$ cat src/rtl/alu_result_stage.sv
// ---------------------------------------------------------------------------
// alu_result_stage
//   Two-entry in-order buffer that decouples the ALU result {R,O,N,Z} from a
//   downstream consumer using a valid/ready handshake on both sides.
//
//   The oldest record lives in the head register, which drives out_* directly.
//   The second record waits in the tail register. in_ready and out_valid are
//   flops too, so neither has a combinational path from any input.
//
// Parameters
//   n            datapath width of the ALU result
// Ports
//   clk          rising-edge clock
//   rst_n        asynchronous active-low reset
//   in_valid     upstream record valid
//   in_ready     buffer can take a record (occupancy < 2)
//   in_r/o/n/z   ALU result and its overflow/negative/zero flags
//   out_valid    buffer holds at least one record
//   out_ready    downstream takes the presented record
//   out_r/o/n/z  oldest buffered record, flags stored verbatim
//   clr_sticky   clear sticky overflow state     (ALU_RESULT_STICKY_EN only)
//   sticky_o     an overflowing result was pushed (ALU_RESULT_STICKY_EN only)
//   ovf_count    saturating count of overflow pushes (ALU_RESULT_STICKY_EN only)
//
// Configuration macro: ALU_RESULT_STICKY_EN
// ---------------------------------------------------------------------------
module alu_result_stage #(
    parameter int n = 32
) (
    input  logic         clk,
    input  logic         rst_n,
    input  logic         in_valid,
    output logic         in_ready,
    input  logic [n-1:0] in_r,
    input  logic         in_o,
    input  logic         in_n,
    input  logic         in_z,
    output logic         out_valid,
    input  logic         out_ready,
    output logic [n-1:0] out_r,
    output logic         out_o,
    output logic         out_n,
    output logic         out_z
`ifdef ALU_RESULT_STICKY_EN
    ,
    input  logic         clr_sticky,
    output logic         sticky_o,
    output logic [7:0]   ovf_count
`endif
);

    localparam int RW = n + 3;

    logic [RW-1:0] head_q, head_d;
    logic [RW-1:0] tail_q, tail_d;
    logic [1:0]    count_q, count_d;
    logic          in_ready_q, in_ready_d;
    logic          out_valid_q, out_valid_d;
    logic          push_s, pop_s;
    logic [RW-1:0] in_rec_s;

    assign in_rec_s = {in_r, in_o, in_n, in_z};
    assign push_s   = in_valid & in_ready_q;
    assign pop_s    = out_valid_q & out_ready;

    // Next-state of the head/tail registers and occupancy.
    always_comb begin
        head_d  = head_q;
        tail_d  = tail_q;
        count_d = count_q;
        case (count_q)
            2'd0: begin
                if (push_s) begin
                    head_d  = in_rec_s;
                    count_d = 2'd1;
                end else begin
                    count_d = 2'd0;
                end
            end
            2'd1: begin
                case ({push_s, pop_s})
                    2'b10: begin
                        tail_d  = in_rec_s;
                        count_d = 2'd2;
                    end
                    2'b01: begin
                        count_d = 2'd0;
                    end
                    // Head is consumed and replaced in the same edge.
                    2'b11: begin
                        head_d  = in_rec_s;
                        count_d = 2'd1;
                    end
                    default: begin
                        count_d = 2'd1;
                    end
                endcase
            end
            2'd2: begin
                // Full: in_ready is low so only a pop can happen.
                if (pop_s) begin
                    head_d  = tail_q;
                    count_d = 2'd1;
                end else begin
                    count_d = 2'd2;
                end
            end
            default: begin
                count_d = 2'd0;
            end
        endcase
        in_ready_d  = (count_d != 2'd2);
        out_valid_d = (count_d != 2'd0);
    end

    // Buffer state registers.
    always_ff @(posedge clk or negedge rst_n) begin
        if (!rst_n) begin
            head_q      <= {RW{1'b0}};
            tail_q      <= {RW{1'b0}};
            count_q     <= 2'd0;
            in_ready_q  <= 1'b1;
            out_valid_q <= 1'b0;
        end else begin
            head_q      <= head_d;
            tail_q      <= tail_d;
            count_q     <= count_d;
            in_ready_q  <= in_ready_d;
            out_valid_q <= out_valid_d;
        end
    end

    assign in_ready  = in_ready_q;
    assign out_valid = out_valid_q;
    assign out_r     = head_q[RW-1:3];
    assign out_o     = head_q[2];
    assign out_n     = head_q[1];
    assign out_z     = head_q[0];

`ifdef ALU_RESULT_STICKY_EN
    logic       sticky_q, sticky_d;
    logic [7:0] ovf_count_q, ovf_count_d;
    logic       ovf_push_s;

    assign ovf_push_s = push_s & in_o;

    // Sticky flag and saturating overflow counter; a same-cycle overflow push beats clear.
    always_comb begin
        if (ovf_push_s) begin
            sticky_d = 1'b1;
        end else if (clr_sticky) begin
            sticky_d = 1'b0;
        end else begin
            sticky_d = sticky_q;
        end

        if (clr_sticky) begin
            ovf_count_d = ovf_push_s ? 8'd1 : 8'd0;
        end else if (ovf_push_s && (ovf_count_q != 8'd255)) begin
            ovf_count_d = ovf_count_q + 8'd1;
        end else begin
            ovf_count_d = ovf_count_q;
        end
    end

    // Sticky overflow registers.
    always_ff @(posedge clk or negedge rst_n) begin
        if (!rst_n) begin
            sticky_q    <= 1'b0;
            ovf_count_q <= 8'd0;
        end else begin
            sticky_q    <= sticky_d;
            ovf_count_q <= ovf_count_d;
        end
    end

    assign sticky_o  = sticky_q;
    assign ovf_count = ovf_count_q;
`endif

endmodule

$ cat config.mk
export PLATFORM = sky130hd
export DESIGN_NAME = alu_result_stage
export DESIGN_NICKNAME = d
export VERILOG_FILES = /design/src/rtl/alu_result_stage.sv
export SDC_FILE = /design/constraint.sdc
export NUM_CORES = 1
export LEC_CHECK = 0
export CORE_ASPECT_RATIO = 0.7
export CORE_UTILIZATION = 54
export CTS_CLUSTER_DIAMETER = 150
export DETAILED_ROUTE_END_ITERATION = 8
export PLACE_DENSITY = 0.85
export SETUP_SLACK_MARGIN = 0.4
export SYNTH_ARGS = -nofsm -noshare
export SYNTH_HDL_FRONTEND = slang
export SYNTH_SLANG_ARGS = --single-unit
$ cat constraint.sdc
create_clock -name clk -period 5.4 [get_ports clk]
set_input_delay 0.54 -clock clk [delete_from_list [all_inputs] [get_ports clk]]
set_output_delay 0.54 -clock clk [all_outputs]
set_load 0.02 [all_outputs]
# Yosys cells after proc, flatten, opt, wreduce, memory -nomap -nowiden
# Cells that the tools add are included.
# classes
addsub	0
multipliers	0
div_mod_pow	0
n_lt_le_gt_ge	0
eq_ne	9
n_shift	0
n_mux	8
bitwise_logic	2
reduce_logical	5
# op_table
op	count
2-to-1 mux 35 bit	3
one-hot mux 35 bit (3 select lines)	1
equality test 2 bit (second input constant)	3
!= test 2 bit (second input constant)	3
one-hot mux 2 bit (3 select lines)	1
equality test 2 x 1 -> 1 bit (second input constant)	2
one-hot mux 2 bit (2 select lines)	1
AND reduction 4 bit	1
nonzero test 3 bit	1
AND 1 bit	2
logical NOT 2 bit	1
2-to-1 mux 2 bit	1
!= test 2 x 1 -> 1 bit (second input constant)	1
AND reduction 2 bit	1
nonzero test 2 bit	1
2-to-1 mux 1 bit	1
# word_totals
reg_bits	74
latchBits	0
mem_bits_rw	0
romBits	0
elab_cells	29
memories	0

# Depth between registers and ports, before layout
# logic_depth
depth_word	5
depth_mapped	5
depth_no_buf	3

# Least setup slack after synthesis
# OpenSTA, ideal clock, no wires.
# synth_timing
path_type	register to register
start	register in_ready_q, in the netlist in_ready
end	register head_q[25]
setup_ps	125
t_arrival_ps	1682
t_required_ps	5275
setup_slack_ps	3593
path_stages_with_launch	5
cell_sequence	dfstp_2 -> nand2_1 -> o32ai_4 -> buf_6 -> mux2_2
# synth_between
elab_chain_len	4
word_cells_on_any_way	5
# synth_lines
item	line	source
start: declaration	57	logic in_ready_q, in_ready_d;
start signal: assignment	128	in_ready_q <= in_ready_d;
AND 1 bit *	63	assign push_s = in_valid & in_ready_q;
equality test 2 bit	81	case ({push_s, pop_s})
!= test 2 x 1 -> 1 bit (no line)	--	
AND reduction 4 bit (no line) *	--	
end signal: assignment	119	head_q <= {RW{1'b0}};
end: declaration	54	logic [RW-1:0] head_q, head_d;
# Every way passes the cells marked *; elsewhere a longest branch is shown, timed or not.
# A chain may end at the register's enable or synchronous reset.

# Final worst setup path
# layout_timing
start	input out_ready
end	register head_q[18]
# layout_between
elab_chain_len	4
word_cells_on_any_way	5
# layout_lines
item	line	source
start: declaration	39	input logic out_ready,
AND 1 bit *	64	assign pop_s = out_valid_q & out_ready;
equality test 2 bit	81	
!= test 2 x 1 -> 1 bit (no line)	--	
AND reduction 4 bit (no line) *	--	
# Marked as above.

==> metrics.csv <==
stage;metric;value;unit
route;post-route DRC violation count;0;
setup_path;arrival time of data at the critical path endpoint;2.71;ns
floorplanning;total I/O pin count;76;
timing;total of endpoints with negative setup slack in the final report;0;
cts;clock sink total;74;
floorplanning;FP Rows;23;
setup_path;nature of the critical path endpoint;flip-flop;
final_layout;P&R area growth vs syn;29.1;%
final_layout;post-layout instance count excluding filler cells;362;
cts;number of setup buffers added after CTS;0;
route;post-DR vias/cell;5.34;
timing;total negative slack;0;ns
timing;fin. max-slew vios;0;
synthesis;count leader, synth;sky130_fd_sc_hd__mux2_2;
power_and_ir_drop;Leakage Power;1.75;nW
worst_hold_path;class of the worst hold path;in2async;
placement;IO buf count;75;
timing;Tcrit/Tclk final;46.1;%
cts;CTS H-Tree Depth;3;
timing;worst-margin pin slew;1.04;ns
timing;Slew headroom;30.3;%
placement;placed inst area;4050;sq um
final_layout;fillers;395;
synthesis;post-synthesis cell type with the largest combined area;sky130_fd_sc_hd__dfrtp_1;
synthesis;most used flip-flop cell after synthesis;sky130_fd_sc_hd__dfrtp_1;
floorplanning;Initial Utilization;56.8;%
final_layout;fraction of layout cells with a size suffix above 1;44.3;%
cts;clock tree from TritonCTS;built;
power_and_ir_drop;power per unit of standard cell area;595;nW/um^2
job;Max-Cap Viols;0;
global_routing;total grt overflow;0;
cts;buffer type at the clock tree root;sky130_fd_sc_hd__clkbuf_8;
cts;clock transition at the register clock pins on the worst setup and hold paths after CTS;0.07;ns
setup_path;CP Max Fanout;23;
timing;crit path time final;2.49;ns
setup_path;required time reported for the critical path endpoint;5.63;ns
setup_path;type of element launching the critical path;primary input;
placement;final HPWL from detailed placement;3830;um
setup_path;cell with the biggest individual delay on the critical path;sky130_fd_sc_hd__clkdlybuf4s50_1;
final_layout;footprint of the flip-flops and latches;1850;sq um
final_layout;multi-input combinational cell area;1340;sq um
synthesis;fraction of post-synthesis cell area in the top cell type by area;55.6;%
cts;CTS-repair resized insts;0;
floorplanning;area of the core;5780;sq um
setup_path;path type of the worst setup path;in2reg;
timing;FMAX;402;MHz
route;Avg WL per Cell;16.6;um
setup_path;stage delay of the slowest cell on the critical path;0.60;ns
setup_path;Crit. Startpoint;out_ready;
route;total vias in the final route;1934;
synthesis;synthesized instance count;206;
floorplanning;die area;6400;sq um
global_routing;wire length of the first global-routing pass;9370;um
global_routing;Total GRT Usage;20.3;%
route;First-pass DRT Iterations;4;
route;post-detailed-routing wire length;6000;um
synthesis;post-synthesis area per instance;15.9;sq um
timing;Hold Vio Cnt, Final;0;
setup_path;WP buf/inv;2;
synthesis;largest cells by area after synthesis;sky130_fd_sc_hd__dfrtp_1 56%, sky130_fd_sc_hd__mux2_2 34%, sky130_fd_sc_hd__mux2_4 3.2%;
placement;Placed Instances;347;
floorplanning;floorplan die height;67.2;um
global_routing;antenna violations before repair;0;
timing;setup clock skew after layout;0.00415;ns
synthesis;yosys warns;0;
setup_path;origin of the critical flop-to-flop path;in_ready;
power_and_ir_drop;Peak supply drop;311;uV
cts;buffer levels on the longest clock path;2;
route;count of antenna-violating nets left after detailed routing;0;
synthesis;Synth Cell Area;3280;sq um
cts;Clock Latency Late Sink;0.34;ns
cts;number of buffers added to fix hold violations after cts;0;
floorplanning;Horiz. Die Dim;95.2;um
setup_path;cell type group with the largest total delay on the critical path;buffers and inverters;
cts;Num CTS Buffers;9;
global_routing;vias in the first global route;1970;
synthesis;most numerous cell types in the synthesized netlist;98 x sky130_fd_sc_hd__mux2_2, 73 x sky130_fd_sc_hd__dfrtp_1, 7 x sky130_fd_sc_hd__buf_6, 7 x sky130_fd_sc_hd__mux2_4, 4 x sky130_fd_sc_hd__a21oi_1;
run_status;status;complete, no violations;
synthesis;Async SR Flop Fraction;100;%
synthesis;number of flops mapped to enable cells by yosys;0;
global_routing;maximum number of pins on one net before global-route repair;75;
synthesis;synthesized net count;245;
final_layout;Antenna Diode Count;0;
route;DRT iter0 DRCs;34;
placement;Final Wtd Congestion;0.689;
synthesis;number of library cell types mapped by synthesis;19;
timing;setup repair after global routing missed its margin;false;
final_layout;summed area of non-filler cells in the final layout;4240;sq um
setup_path;cells along the critical path;clkdlybuf4s50_1 > a21boi_2 > o32ai_4 > buf_4 > mux2_2;
final_layout;Layout Nets;322;
synthesis;flip-flop and latch count after synthesis;74;
synthesis;post-synthesis sequential area ratio;56.4;%
metrics by stage:
stage                     setup WS, ns  hold WS, ns  power (mW)  utilization, %
after floorplan                   3.59        0.244        1.71               -
after global placement            2.61        0.480        2.08            70.0
after detailed placement          2.54        0.489        2.12            70.0
after CTS                         2.93        0.350        2.55            73.3
after global routing              2.82        0.394        2.66            73.3
final                             2.91        0.335        2.52            73.3
sequential cells by signal, indices dropped and copies added (netlist names):
signal     flops
head_q        35
in_ready       1
count_q        2
out_valid      1
tail_q        35
area by class of cell:
class | count | area share (%)
Timing Repair Buffer | 76 | 17.8
Clock inverter | 5 | 1.30
Multi-Input combinational cell | 122 | 31.7
Tap cell | 75 | 2.21
Sequential cell | 74 | 43.7
Clock buffer | 10 | 3.25
worst reg2reg max path, cell delays in order, from the launching register on:
cell                      delay (ns)
sky130_fd_sc_hd__dfstp_2        0.57
sky130_fd_sc_hd__nand2_1        0.11
sky130_fd_sc_hd__o32ai_4        0.61
sky130_fd_sc_hd__buf_4          0.46
sky130_fd_sc_hd__mux2_2         0.40
worst paths after layout:
path,endpoint,slack (ns),depth (start not counted)
worst max-delay path,head_q[18],2.91,5
worst min-delay path,tail_q[28],0.34,1
worst max register to register,head_q[18],3.14,4
worst min register to register,tail_q[33],0.50,1
max in group asynchronous,tail_q[9],4.48,1
min in group clk,tail_q[33],0.50,1
cells by family after synthesis:
kind of cell | synth area share, %
multiplexers | 36.8
flip-flops | 56.4
AO/OA/AOI/OAI | 2.55
buffers and inverters | 2.86
AND/OR/NAND/NOR | 1.33
layout by cell type, fill, tap and decap left out, drive strengths merged:
cell type / count
clkinv: 2
a31oi: 1
mux2: 105
dfstp: 1
and4: 1
a21boi: 1
clkdlybuf4s50: 74
o21ai: 1
buf: 2
clkinvlp: 2
nor2b: 1
o32ai: 1
bufinv: 1
o22ai: 1
clkbuf: 10
and3b: 1
a21oi: 4
a21o: 1
dfrtp: 73
nand2b: 1
nand2: 3
where the power goes:
part           leakage [nW]  internal [mW]  switching (mW)  total (mW)
sequential            0.874          0.840           0.153       0.993
combinational         0.781          0.646           0.462        1.11
clock                0.0941          0.222           0.198       0.420
routing by layer:
metal | up-vias | GRT usage, % | wire length [um]
met5 | - | 0 | 0
met4 | 0 | 8.14 | 50
met3 | 4 | 8.45 | 391
met2 | 59 | 32.3 | 2810
met1 | 968 | 24.7 | 2750
li1 | 903 | - | -
Note: power is estimated with default switching activity, not from simulation.
